[src/rtl/spi_master_pingpong_tx.sv]
// SPI mode-0 master that streams one ping-pong buffer of 16-bit words,
// MSB first, reading a 1-cycle-latency RAM and capturing miso per word.
module spi_master_pingpong_tx #(
  parameter int CLK_DIV = 4,
  parameter int WORDS   = 128
) (
  input  logic        clk,
  input  logic        rst,
  input  logic        readyb,
  input  logic [15:0] doutb,
  output logic [6:0]  addrb,
  output logic        finishb,
  output logic        sck,
  output logic        mosi,
  input  logic        miso,
  output logic        ssel,
  output logic [15:0] rx_data,
  output logic        rx_valid,
  output logic        busy
);

  localparam int DW = (CLK_DIV > 1) ? $clog2(CLK_DIV) : 1;
  localparam logic [DW-1:0] DIV_MAX  = DW'(CLK_DIV - 1);
  localparam logic [6:0]    ADDR_MAX = 7'(WORDS - 1);

  typedef enum logic [2:0] {
    S_IDLE, S_FETCH, S_LOAD, S_SHIFT, S_GAP, S_DONE
  } state_t;

  state_t          r_state;
  logic [DW-1:0]   r_div;
  logic [4:0]      r_bit;
  logic [15:0]     r_tx;
  logic [15:0]     r_rx;
  logic [6:0]      r_addr;
  logic            r_sck;
  logic            r_mosi;
  logic            r_ssel;
  logic [15:0]     r_rx_data;
  logic            r_rx_valid;
  logic            r_finish;
  logic            r_busy;

  assign addrb    = r_addr;
  assign finishb  = r_finish;
  assign sck      = r_sck;
  assign mosi     = r_mosi;
  assign ssel     = r_ssel;
  assign rx_data  = r_rx_data;
  assign rx_valid = r_rx_valid;
  assign busy     = r_busy;

  always_ff @(posedge clk) begin
    if (rst) begin
      r_state    <= S_IDLE;
      r_div      <= '0;
      r_bit      <= '0;
      r_tx       <= '0;
      r_rx       <= '0;
      r_addr     <= '0;
      r_sck      <= 1'b0;
      r_mosi     <= 1'b0;
      r_ssel     <= 1'b1;
      r_rx_data  <= '0;
      r_rx_valid <= 1'b0;
      r_finish   <= 1'b0;
      r_busy     <= 1'b0;
    end else begin
      r_rx_valid <= 1'b0;
      r_finish   <= 1'b0;
      case (r_state)
        S_IDLE: begin
          if (readyb) begin
            r_addr  <= '0;
            r_busy  <= 1'b1;
            r_state <= S_FETCH;
          end
        end
        S_FETCH: r_state <= S_LOAD;
        S_LOAD: begin
          r_tx    <= doutb;
          r_mosi  <= doutb[15];
          r_ssel  <= 1'b0;
          r_div   <= '0;
          r_bit   <= '0;
          r_state <= S_SHIFT;
        end
        S_SHIFT: begin
          if (r_div == DIV_MAX) begin
            r_div <= '0;
            if (!r_sck) begin
              r_sck <= 1'b1;
              r_rx  <= {r_rx[14:0], miso};
            end else begin
              r_sck <= 1'b0;
              // falling edge of the 16th bit ends the frame
              if (r_bit == 5'd15) begin
                r_rx_data  <= r_rx;
                r_rx_valid <= 1'b1;
                r_ssel     <= 1'b1;
                r_mosi     <= 1'b0;
                r_bit      <= '0;
                r_state    <= S_GAP;
              end else begin
                r_bit  <= r_bit + 5'd1;
                r_mosi <= r_tx[14];
                r_tx   <= {r_tx[14:0], 1'b0};
              end
            end
          end else begin
            r_div <= r_div + 1'b1;
          end
        end
        S_GAP: begin
          if (r_div == DIV_MAX) begin
            r_div <= '0;
            if (r_addr < ADDR_MAX) begin
              r_addr  <= r_addr + 7'd1;
              r_state <= S_FETCH;
            end else begin
              r_addr   <= '0;
              r_finish <= 1'b1;
              r_state  <= S_DONE;
            end
          end else begin
            r_div <= r_div + 1'b1;
          end
        end
        S_DONE: begin
          r_busy  <= 1'b0;
          r_state <= S_IDLE;
        end
        default: r_state <= S_IDLE;
      endcase
    end
  end

endmodule
[config.mk]
export PLATFORM = sky130hd
export DESIGN_NAME = spi_master_pingpong_tx
export DESIGN_NICKNAME = d
export VERILOG_FILES = /design/src/rtl/spi_master_pingpong_tx.sv
export SDC_FILE = /design/constraint.sdc
export NUM_CORES = 1
export LEC_CHECK = 0
export BUFFER_PORTS_ARGS = -buffer_cell sky130_fd_sc_hd__buf_2
export CAP_MARGIN = 30
export CORE_MARGIN = 2
export CORE_UTILIZATION = 55
export CTS_CLUSTER_SIZE = 10
export DETAILED_ROUTE_END_ITERATION = 10
export PLACE_DENSITY = 0.78
export SLEW_MARGIN = 5
export SYNTH_ARGS = -nofsm -noshare
export SYNTH_HDL_FRONTEND = slang
export SYNTH_SLANG_ARGS = --single-unit
[constraint.sdc]
create_clock -name clk -period 2.1 [get_ports clk]
set_input_delay 0.105 -clock clk [delete_from_list [all_inputs] [get_ports clk]]
set_output_delay 0.105 -clock clk [all_outputs]
set_load 0.1 [all_outputs]
==> results.txt <==
The biggest cell delay along the critical path is 0.38 ns. The ratio of routed vias to standard cells is 5.57. The origin of the worst min-delay path is doutb[2]. Setup repair after global routing left no endpoint under its margin. The start-to-end type of the worst setup path is reg2reg. For this run, the number of Yosys warnings is 0. STA classifies the critical path startpoint as a flip-flop.

In this run the critical register-to-register path is launched from r_bit[0]$_SDFFE_PP0P_. The proportion of register bits with asynchronous set or reset after synthesis came out at 0%. The maximum net fanout on the critical path came out at 11. The total core area came out at 5040 sq um. Walking the worst path, the cells encountered are ha_1 > nand4b_1 > or3_1 > nor2b_1 > buf_6 > a22o_1.

The critical path required time came out at 2.34 ns. The data arrival time at the worst-slack endpoint is 2.11 ns. The placer's final routability congestion estimate came out at 0.764. The number of storage elements in the synthesis netlist came out at 70.

The final-stage net count is 383. The global-route wire length before repair came out at 10.0 mm. The number of buffers between clock root and the deepest sink is 2.

Dividing the synthesized area by the synthesized cell count gives 9.18 sq um. The share of synthesized area in the top cell type comes to 49.1%. TritonCTS built the clock tree.

The die covers 5780 sq um. The final cell utilization of the core is 67.6%. The net count after synthesis is 334.

The worst-skew pair later-pin latency came out at 0.34 ns. The number of placed instances with taps included came out at 418. The total wire length came out at 5.69 mm. The biggest area contributor in the post-synthesis netlist is dfxtp_1. Compared with the post-synthesis result, the final layout area differs by 19.3%. The maximum ir drop on the vdd rail is 0.000456 V. Clock tree synthesis selected as its root buffer the cell clkbuf_8. Sorting the synthesized cells by how often they occur yields dfxtp_1, nor2_1, nand2_1. The portion of the post-synthesis area used by sequential elements is 49.1%. The HPWL after detailed placement is 3.66 mm. The count of pins on the block boundary is 49.

The critical path starts at r_bit[0]$_SDFFE_PP0P_. The period utilization is 89.3%. The floorplan step set the die height to 76.1 microns. The clock arrives with 0.00572 ns of skew.

Synthesis produced a netlist whose cell count is 311. The number of post-CTS setup repair buffers came out at 0. The count of cells resized by post-cts repair is 0.

The number of flops mapped to enable cells by yosys came out at 0. The number of max-slew violations in the final report came out at 0. In the final routed layout, each cell accounts on average for 13.1 microns. Among all stages on the critical path, the largest delay is contributed by dfxtp_1. The total clock sinks is 70. Entering global routing, the biggest net connects 53 pins.

The count of placed standard cells in the final layout, fillers left out is 435. The via count of the first global-routing pass is 2295. The path class of the tightest hold or removal check is in2reg. The element type at the critical path end is a flip-flop. The number of I/O port buffers came out at 48. The highest clock frequency the design can meet came out at 0.533 GHz. The CTS buffer count is 9. The total of max-cap violations came out at 0. The starting utilization of the core area came out at 56.6%. The most used flip-flop cell after synthesis is dfxtp_1. The netlist uses 46 different library cells. The die span in x came out at 76.1 microns. The setup TNS after final layout is 0 ns. The worst-case hold slack is 0.0205 ns. Summed over all layers, the global routing overflow is 0. The overall global routing resource usage came out at 21.1%. After clock tree synthesis, the clock-pin slew on the worst setup and hold paths is 0.08 ns. The power density over the cells is 846 nW/um^2. For this design the static power due to leakage is 0.00136 uW. For this run, design rule violations remaining after detail routing come to 0. The initial antenna violation count came out at 0. The proportion of layout cells with a drive suffix above 1 came out at 23.6%. The number of violations reported at the end of detailed-routing iteration 0 is 133. The number of antenna repair diodes is 0. The iteration count of the initial detailed-routing pass came out at 4.

The number of setup violations in the final report came out at 0. After synthesis the cells add up to 2860 sq um. The count of endpoints failing hold in the final timing report is 0. The cell with the most instances after synthesis is dfxtp_1.

The slew of the pin with the lowest slew margin came out at 0.525 ns. The floorplan has 26 rows. The detail route stage leaves a number of antenna-violating nets equal to 0. The number of H-tree branching levels came out at 3.

The total number of vias came out at 2422. The worst max-slew margin expressed relative to the limit came out at 64.9%. In the post-synthesis netlist, the biggest area contributors are dfxtp_1, nor2_1, mux2i_1.

The run finished with clean final reports. The shortest clock period the worst path allows after layout came out at 1.88 ns.
path summary, 6_finish.rpt:
path	end	slack (ns)	depth (start not counted)
worst min-delay path	r_tx[2]$_SDFFE_PP0P_	0.02	3
worst min register to register	ssel$_SDFFE_PP1P_	0.47	2
worst max-delay path	rx_data[12]$_SDFFE_PP0P_	0.22	6
worst max register to register	rx_data[12]$_SDFFE_PP0P_	0.22	6
registers in the layout (all words and copies together) (netlist names), 2 cells and up:
register  flops
r_bit         5
rx_data      16
r_div         2
r_state       3
addrb         7
r_rx         16
r_tx         15
per-stage QoR:
stage | power [uW] | cell area (sq um) | worst slack, ns
2_1_floorplan | 1620 | 2860 | 0.158
3_3_place_gp | 1670 | 3160 | 0.0568
3_5_place_dp | 1680 | 3170 | 0.247
4_1_cts | 2910 | 3410 | 0.239
5_1_grt | 2990 | 3410 | 0.0955
6_report | 2880 | 3410 | 0.225
final cells by class:
class / instances / area, sq um
clock inverter: 6 / 92.6
timing repair buffer: 62 / 352
multi-input combinational: 213 / 1320
clock buffer: 10 / 138
tap: 70 / 87.6
sequential: 70 / 1400
fill: 425 / 1640
inverter: 4 / 15.0
layout by cell type, fill, tap and decap left out, types with 2 or more instances in the layout:
| master | n |
|---|---|
| mux2i_1 | 16 |
| buf_2 | 48 |
| a221oi_1 | 2 |
| or3_1 | 2 |
| or3b_2 | 2 |
| dfxtp_1 | 69 |
| nand3_1 | 6 |
| buf_4 | 12 |
| xor2_1 | 2 |
| a21oi_1 | 12 |
| nor2_1 | 45 |
| nor3b_1 | 2 |
| clkbuf_8 | 10 |
| o21bai_1 | 2 |
| nand2_1 | 40 |
| clkinvlp_4 | 2 |
| nand4_1 | 4 |
| ha_1 | 3 |
| a311oi_1 | 15 |
| a22o_1 | 16 |
| nor2b_1 | 2 |
| bufinv_16 | 2 |
| and3_1 | 2 |
| a31oi_1 | 5 |
| nand4b_1 | 2 |
| o21ai_0 | 6 |
| inv_1 | 4 |
| nor3_1 | 4 |
| a211oi_1 | 3 |
| inv_6 | 2 |
per-layer routing:
metal	track usage (%)	share of wire, %	vias up
met1	26.0	47	1143
li1	-	-	1208
met3	5.45	5.2	10
met2	34.9	46	61
met4	9.82	1.8	0
met5	0	0	-
cell families (layout without fill, tap and decap cells):
logic type      Yosys count  count (layout)  share of synthesized area [%]
simple gates            124             124                           20.5
flops                    70              70                           49.1
compound gates           67              67                           17.4
buf+inv                  28              82                           5.04
mux                      17              17                           6.00
fa+ha+maj                 3               3                           1.31
xor+xnor                  2               2                          0.614
critical path: cells and delay by family, from the launching register on:
family                     cells  cell delay, ns
and+or+nand+nor                3            0.72
DFF                            1            0.38
adders and majority gates      1            0.25
AOI/OAI and AO/OA              1            0.23
buffers and inverters          1            0.18
report_power, final:
| group | leakage [uW] | total, uW | internal (uW) | switching, uW |
|---|---|---|---|---|
| clock | 0.000110 | 1240 | 709 | 526 |
| combinational | 0.000682 | 259 | 87.4 | 172 |
| sequential | 0.000568 | 1390 | 1370 | 20.8 |
| total | 0.00136 | 2880 | 2160 | 719 |
repair_timing:
action,CTS,global route
endpoints found under the setup margin,0,0
hold buffers,1,0
endpoints found under the hold margin,1,0
(Power assumes the default switching activity.)
